<file path="config.mk">
export PLATFORM = sky130hd
export DESIGN_NAME = ofmap_ctrl
export DESIGN_NICKNAME = d
export VERILOG_FILES = /design/src/rtl/ofmap_pkg.sv /design/src/rtl/ofmap_ctrl.sv
export SDC_FILE = /design/constraint.sdc
export NUM_CORES = 1
export LEC_CHECK = 0
export BUFFER_PORTS_ARGS = -buffer_cell sky130_fd_sc_hd__buf_2
export CAP_MARGIN = 10
export CORE_AREA = 4 4 234 236
export DETAILED_ROUTE_END_ITERATION = 10
export DIE_AREA = 0 0 238 240
export PLACE_DENSITY_LB_ADDON = 0.2
export SYNTH_ARGS = -nofsm -noshare
export SYNTH_HDL_FRONTEND = slang
export SYNTH_SLANG_ARGS = --single-unit
</file>
<file path="constraint.sdc">
create_clock -name CLK -period 2.8 [get_ports CLK]
set_input_delay 0.42 -clock CLK [delete_from_list [all_inputs] [get_ports CLK]]
set_output_delay 0.42 -clock CLK [all_outputs]
set_load 0.05 [all_outputs]
</file>
<file path="src/rtl/ofmap_pkg.sv">
// Shared constants and FSM state encoding for the ofmap SRAM controller.
// Pointer width PW covers 0..DEPTH inclusive so a full-depth layer never wraps.
package ofmap_pkg;

    localparam int DEPTH = 4096;
    localparam int LANES = 8;
    localparam int AW    = 12;
    localparam int PW    = 13;

    typedef enum logic [1:0] {
        IDLE  = 2'd0,
        FILL  = 2'd1,
        PRIME = 2'd2,
        DRAIN = 2'd3
    } state_t;

endpackage

</file>
<file path="src/rtl/ofmap_ctrl.sv">
// Ofmap buffer controller: fills SRAM from PE write-back beats, then drains it word by word to DMA.
// Latency: first drain word 2 cycles after the last write-back beat, then 1 word/cycle.
// Backpressure: wb_ready only in FILL; drain stalls hold SRAM idle so drain_data stays stable.
module ofmap_ctrl
    import ofmap_pkg::*;
#(
    parameter int DEPTH = ofmap_pkg::DEPTH,
    parameter int LANES = ofmap_pkg::LANES
) (
    input  logic                  CLK,
    input  logic                  RSTn,
    input  logic                  start,
    input  logic [PW-1:0]         out_words,
    input  logic                  wb_valid,
    output logic                  wb_ready,
    input  logic [32*LANES-1:0]   wb_data,
    output logic                  drain_valid,
    input  logic                  drain_ready,
    output logic [31:0]           drain_data,
    output logic [AW-1:0]         sram_addr,
    output logic                  sram_en,
    output logic                  sram_we,
    output logic [32*LANES-1:0]   sram_di,
    input  logic [31:0]           sram_do,
    output logic                  busy,
    output logic                  done
);

    localparam logic [PW-1:0] LANES_P  = PW'(LANES);
    localparam logic [PW-1:0] DEPTH_P  = PW'(DEPTH);
    localparam logic [PW-1:0] RND_MASK = ~PW'(7);

    state_t          state, state_nxt;
    logic [PW-1:0]   wr_ptr, wr_ptr_nxt;
    logic [PW-1:0]   rd_ptr, rd_ptr_nxt;
    logic [PW-1:0]   len, len_nxt;
    logic            done_nxt;
    logic [PW-1:0]   words_rnd;
    logic [PW-1:0]   start_len;
    logic [PW-1:0]   wr_ptr_inc;

    assign words_rnd  = out_words & RND_MASK;
    assign start_len  = (words_rnd > DEPTH_P) ? DEPTH_P : words_rnd;
    assign wr_ptr_inc = wr_ptr + LANES_P;
    assign sram_di    = wb_data;
    assign busy       = (state != IDLE);

    always_ff @(posedge CLK or negedge RSTn) begin
        if (!RSTn) begin
            state  <= IDLE;
            wr_ptr <= '0;
            rd_ptr <= '0;
            len    <= '0;
            done   <= 1'b0;
        end else begin
            state  <= state_nxt;
            wr_ptr <= wr_ptr_nxt;
            rd_ptr <= rd_ptr_nxt;
            len    <= len_nxt;
            done   <= done_nxt;
        end
    end

    always_comb begin
        state_nxt   = state;
        wr_ptr_nxt  = wr_ptr;
        rd_ptr_nxt  = rd_ptr;
        len_nxt     = len;
        done_nxt    = 1'b0;
        wb_ready    = 1'b0;
        drain_valid = 1'b0;
        drain_data  = '0;
        sram_en     = 1'b0;
        sram_we     = 1'b0;
        sram_addr   = '0;

        case (state)
            IDLE: begin
                if (start) begin
                    len_nxt    = start_len;
                    wr_ptr_nxt = '0;
                    rd_ptr_nxt = '0;
                    if (start_len == '0) begin
                        done_nxt = 1'b1;
                    end else begin
                        state_nxt = FILL;
                    end
                end
            end

            FILL: begin
                wb_ready = 1'b1;
                if (wb_valid) begin
                    sram_we    = 1'b1;
                    sram_addr  = wr_ptr[AW-1:0];
                    wr_ptr_nxt = wr_ptr_inc;
                    if (wr_ptr_inc == len) begin
                        state_nxt = PRIME;
                    end
                end
            end

            // Pre-fetch word 0 so DRAIN starts with valid read data.
            PRIME: begin
                sram_en    = 1'b1;
                sram_addr  = '0;
                rd_ptr_nxt = PW'(1);
                state_nxt  = DRAIN;
            end

            DRAIN: begin
                drain_valid = 1'b1;
                drain_data  = sram_do;
                if (drain_ready) begin
                    if (rd_ptr < len) begin
                        sram_en    = 1'b1;
                        sram_addr  = rd_ptr[AW-1:0];
                        rd_ptr_nxt = rd_ptr + PW'(1);
                    end else begin
                        done_nxt  = 1'b1;
                        state_nxt = IDLE;
                    end
                end
            end

            default: state_nxt = IDLE;
        endcase
    end

endmodule

</file>
==> tab_implementation.tex <==
\begin{tabular}{lr}
\hline
Metric & Value \\
\hline
\multicolumn{2}{l}{\textbf{Status}} \\
\quad Run status & finished with violations \\
\quad Violated checks & negative setup slack \\
\multicolumn{2}{l}{\textbf{Synth}} \\
\quad Yosys reg bits & 36 \\
\quad Share of the yosys chip area belonging to registers & between 15 and 20\% \\
\quad Synth warn & 0 \\
\quad Async S/R FF share, synth & 100\% \\
\quad Instance count of the mapped netlist & between 500 and 600 \\
\quad Main flop type after synthesis & sky130\_fd\_sc\_hd\_\_dfrtp\_1 \\
\quad Distinct cells, synth & 44 \\
\quad Post-Synthesis Mean Instance Area & just over 8 µm² \\
\quad Number of enable-type register cells in the synthesized netlist & 0 \\
\quad Syn nets & about 880 \\
\quad Syn Std Cell Area & about 0.0046 mm² \\
\multicolumn{2}{l}{\textbf{Place}} \\
\quad Half-perimeter wire length after detailed placement & around 14000 µm \\
\quad Port Buffer Count & 96 \\
\quad Routability congestion estimate from global placement & 0.688 \\
\multicolumn{2}{l}{\textbf{Global routing}} \\
\quad Global-route wire length before repair & 23300 µm \\
\quad Global-route usage over all layers & under 10\% \\
\quad Total gr overflow & 0 \\
\quad Initial antenna violation count & 4 \\
\quad Number of global-route vias before repair & 3122 \\
\quad Largest net degree at the start of global routing & 37 \\
\multicolumn{2}{l}{\textbf{Detailed routing}} \\
\quad Per-cell via count in the routed design & about 2.7 \\
\quad Post-route DRC & 0 \\
\quad Final routed wirelength across all metal layers & 17300 µm \\
\quad DRC violation total after the first TritonRoute iteration & about 110 \\
\quad DR WL/cell & $\sim$16 µm \\
\quad Via Count & just over 3000 \\
\quad Number of iterations in the first detailed-routing pass & 4 \\
\quad Number of antenna-violating nets in the routed design & 0 \\
\multicolumn{2}{l}{\textbf{Die}} \\
\quad Width of the chip & about 240 µm \\
\quad Number of top-level pins & 612 \\
\quad Floorplan Core Area & 0.0524 mm² \\
\quad Total die area & between 0.05 and 0.06 mm² \\
\quad Initial core utilization & 8.68\% \\
\quad Height of the die & between 200 and 250 µm \\
\quad Row count & 84 \\
\multicolumn{2}{l}{\textbf{Critical path}} \\
\quad Sequence of cells on the critical path & inv\_2 -> ha\_4 -> a21o\_1 -> a221oi\_4 -> o21ai\_2 -> a21oi\_2 -> and3\_4 -> buf\_12 -> a22o\_4 -> buf\_12 \\
\quad Kind of end point of the critical path & output pin \\
\quad Count of buffer and inverter cells on the critical path & 3 \\
\quad Capture point of the worst reg-to-reg path & state[1]\$\_DFFE\_PN0P\_ \\
\quad Arrival time reported for the critical path endpoint & roughly 2.4 ns \\
\quad Cell depth of the worst setup path & 10 \\
\quad Largest fanout on the critical path & 5 \\
\quad Slowest cell on the critical path & sky130\_fd\_sc\_hd\_\_dfrtp\_1 \\
\quad Max stage delay on crit path & $\sim$0.40 ns \\
\quad Cell type with the highest occurrence count on the critical path & sky130\_fd\_sc\_hd\_\_buf\_12 \\
\quad Dominant delay contributor by cell family on the critical path & compound AO/OA/AOI/OAI gates \\
\quad Req. time, crit path & 2.38 ns \\
\quad Flop2flop setup slack & between 0.2 and 0.25 ns \\
\quad Startpoint type of the worst setup path & register \\
\quad Critical register-to-register path startpoint & wr\_ptr[3]\$\_DFFE\_PN0P\_ \\
\quad Depth of the most critical reg-to-reg path & 8 \\
\quad Path type of the worst setup path & reg -> out \\
\multicolumn{2}{l}{\textbf{Finish}} \\
\quad Net total in the final layout & 750 \\
\quad Total area of sequential cells & $\sim$900 µm² \\
\quad Count of fill cells added during filler insertion & between 6000 and 7000 \\
\quad Core Util, Final & about 9.0\% \\
\quad Ratio of cells with drive above 1 in the final layout & 38.2\% \\
\quad Most common cell after layout, fill and taps aside & sky130\_fd\_sc\_hd\_\_buf\_2 \\
\quad Most frequent cells in the layout & sky130\_fd\_sc\_hd\_\_buf\_2, sky130\_fd\_sc\_hd\_\_and2\_1, sky130\_fd\_sc\_hd\_\_dfrtp\_1 \\
\quad Footprint of the multi-input gates & 0.00178 mm² \\
\quad Relative area change from synthesis to final layout & 3.93\% \\
\multicolumn{2}{l}{\textbf{STA}} \\
\quad Worst Slack Setup Final & -0.0349 ns \\
\quad Maximum operating frequency & roughly 350 MHz \\
\quad Clock period minus final worst setup slack & 2.83 ns \\
\quad Pin slew with the least headroom to its limit & about 0.93 ns \\
\quad Final Hold Viols & 0 \\
\quad Number of max-slew violations in the final report & 0 \\
\quad RSZ-0062 raised after global routing & yes \\
\quad Layout Skew & between 0.006 and 0.007 ns \\
\quad Worst slew margin relative to its limit & between 30\% and 40\% \\
\quad Crit share post-route & 101\% \\
\quad Final setup viols & 12 \\
\quad Worst Hold Slack & 0.266 ns \\
\multicolumn{2}{l}{\textbf{CTS}} \\
\quad Max Root-Sink Buffers & 2 \\
\quad Root buf cell & sky130\_fd\_sc\_hd\_\_clkbuf\_16 \\
\quad Clk pin slew, worst setup/hold paths & 0.07 ns \\
\quad Deepest level of the CTS H-tree & 2 \\
\quad Clock tree sinks & 36 \\
\quad Hold bufs inserted after CTS & 0 \\
\quad Clock buffers created by TritonCTS & 5 \\
\quad TritonCTS clock tree & yes \\
\quad Worst skew pair latency & around 0.29 ns \\
\multicolumn{2}{l}{\textbf{Power and ir drop}} \\
\quad Highest ir drop seen on vdd & 0.000259 V \\
\quad Total power divided by cell area & approximately 860 mW/mm² \\
\quad Total Power & 4.05 mW \\
\quad Lkg Pwr & approximately 2.0 nW \\
\multicolumn{2}{l}{\textbf{Hold path}} \\
\quad Tightest Hold Check Type & in -> async \\
\multicolumn{2}{l}{\textbf{Job}} \\
\quad Number of max-cap violations & 0 \\
\hline
\end{tabular}
[power breakdown]
group / total (mW) / internal, mW / switching (mW)
Sequential: 0.755 / 0.632 / 0.123
Clock: 0.855 / 0.602 / 0.253
Combinational: 2.44 / 0.863 / 1.57
[cell families after synthesis]
logic type,after synthesis,synth area share (%)
AOI/OAI and AO/OA,69,10.4
xor gates and xnor gates,22,4.23
adders and majority gates,16,4.40
buffers and inverters,282,44.8
DFF,36,19.8
muxes,4,1.02
and+or+nand+nor,133,15.4
[worst reg2reg max path, cell delays in order (launching register included)]
cell and delay, ns:
sky130_fd_sc_hd__dfrtp_1 0.48, sky130_fd_sc_hd__ha_1 0.32, sky130_fd_sc_hd__and3_1 0.23, sky130_fd_sc_hd__nand3_1 0.14, sky130_fd_sc_hd__xnor2_1 0.22, sky130_fd_sc_hd__o2111a_1 0.21, sky130_fd_sc_hd__o2111ai_1 0.25, sky130_fd_sc_hd__a21o_1 0.30
sky130_fd_sc_hd__mux2_4 0.30
[final cells by class]
type | count | share of cell area [%]
clock buffer | 5 | 2.64
tap | 688 | 18.2
sequential | 36 | 19.0
antenna | 1 | 0.0529
clock inverter | 3 | 1.90
inverter | 13 | 1.03
timing repair buffer | 128 | 19.6
multi-input combinational | 244 | 37.5
[state kept, by name (all words and copies together) (netlist names)]
register / count
state: 2
rd_ptr: 13
wr_ptr: 10
done: 1
len: 10
[synthesized netlist by cell type, types with 4 or more instances]
library cell	instances	area [µm²]
sky130_fd_sc_hd__nand3_1	14	70.1
sky130_fd_sc_hd__and3_1	8	50.1
sky130_fd_sc_hd__inv_1	12	45.0
sky130_fd_sc_hd__a22o_1	14	123
sky130_fd_sc_hd__clkbuf_1	8	30.0
sky130_fd_sc_hd__nor4_1	5	31.3
sky130_fd_sc_hd__ha_1	16	200
sky130_fd_sc_hd__nand2b_1	7	43.8
sky130_fd_sc_hd__a21oi_1	9	45.0
sky130_fd_sc_hd__o21ai_0	23	115
sky130_fd_sc_hd__xor2_1	9	78.8
sky130_fd_sc_hd__a21o_1	6	45.0
sky130_fd_sc_hd__xnor2_1	13	114
sky130_fd_sc_hd__dfrtp_1	36	901
sky130_fd_sc_hd__and2_1	41	257
sky130_fd_sc_hd__buf_4	257	1930
sky130_fd_sc_hd__nor2_1	24	90.1
sky130_fd_sc_hd__nand2_1	23	86.3
sky130_fd_sc_hd__o31ai_1	4	30.0
[per-stage QoR]
stage / worst slack (ns) / cells / cell area (µm²) / setup TNS, ns
CTS: -0.0749 / 1116 / 4590 / -0.716
global route: -0.152 / 1117 / 4730 / -1.60
global placement: -0.0705 / 1106 / 4280 / -0.267
floorplan: 0.0717 / 562 / 4570 / 0
detailed placement: -0.121 / 1106 / 4280 / -0.575
finish: -0.0349 / 1118 / 4730 / -0.197
[what timing repair did]
item | CTS | global route
pin swaps | 3 | 5
gates resized for setup | 18 | 21
endpoints found under the setup margin | 13 | 13
setup buffers | 2 | 0
gates cloned | 0 | 1
[routing by layer]
layer	vias to the layer above	track usage, %	share of wire, %
li1	1317	-	-
met1	1347	6.52	39
met2	263	7.79	39
met3	126	2.83	13
met4	8	4.64	7.9
met5	-	0.758	0.55
[worst max path at each step]
stage                               start  slack [ns]            end
floorplan           rd_ptr[6]$_DFFE_PN0P_        0.07   sram_addr[0]
global placement    rd_ptr[6]$_DFFE_PN0P_       -0.07  sram_addr[10]
detailed placement  rd_ptr[6]$_DFFE_PN0P_       -0.12  sram_addr[10]
CTS                 rd_ptr[8]$_DFFE_PN0P_       -0.07   sram_addr[6]
global route           len[8]$_DFFE_PN0P_       -0.15   sram_addr[7]
finish                 len[8]$_DFFE_PN0P_       -0.03   sram_addr[7]
No activity file was read; power rests on OpenSTA's default activity.
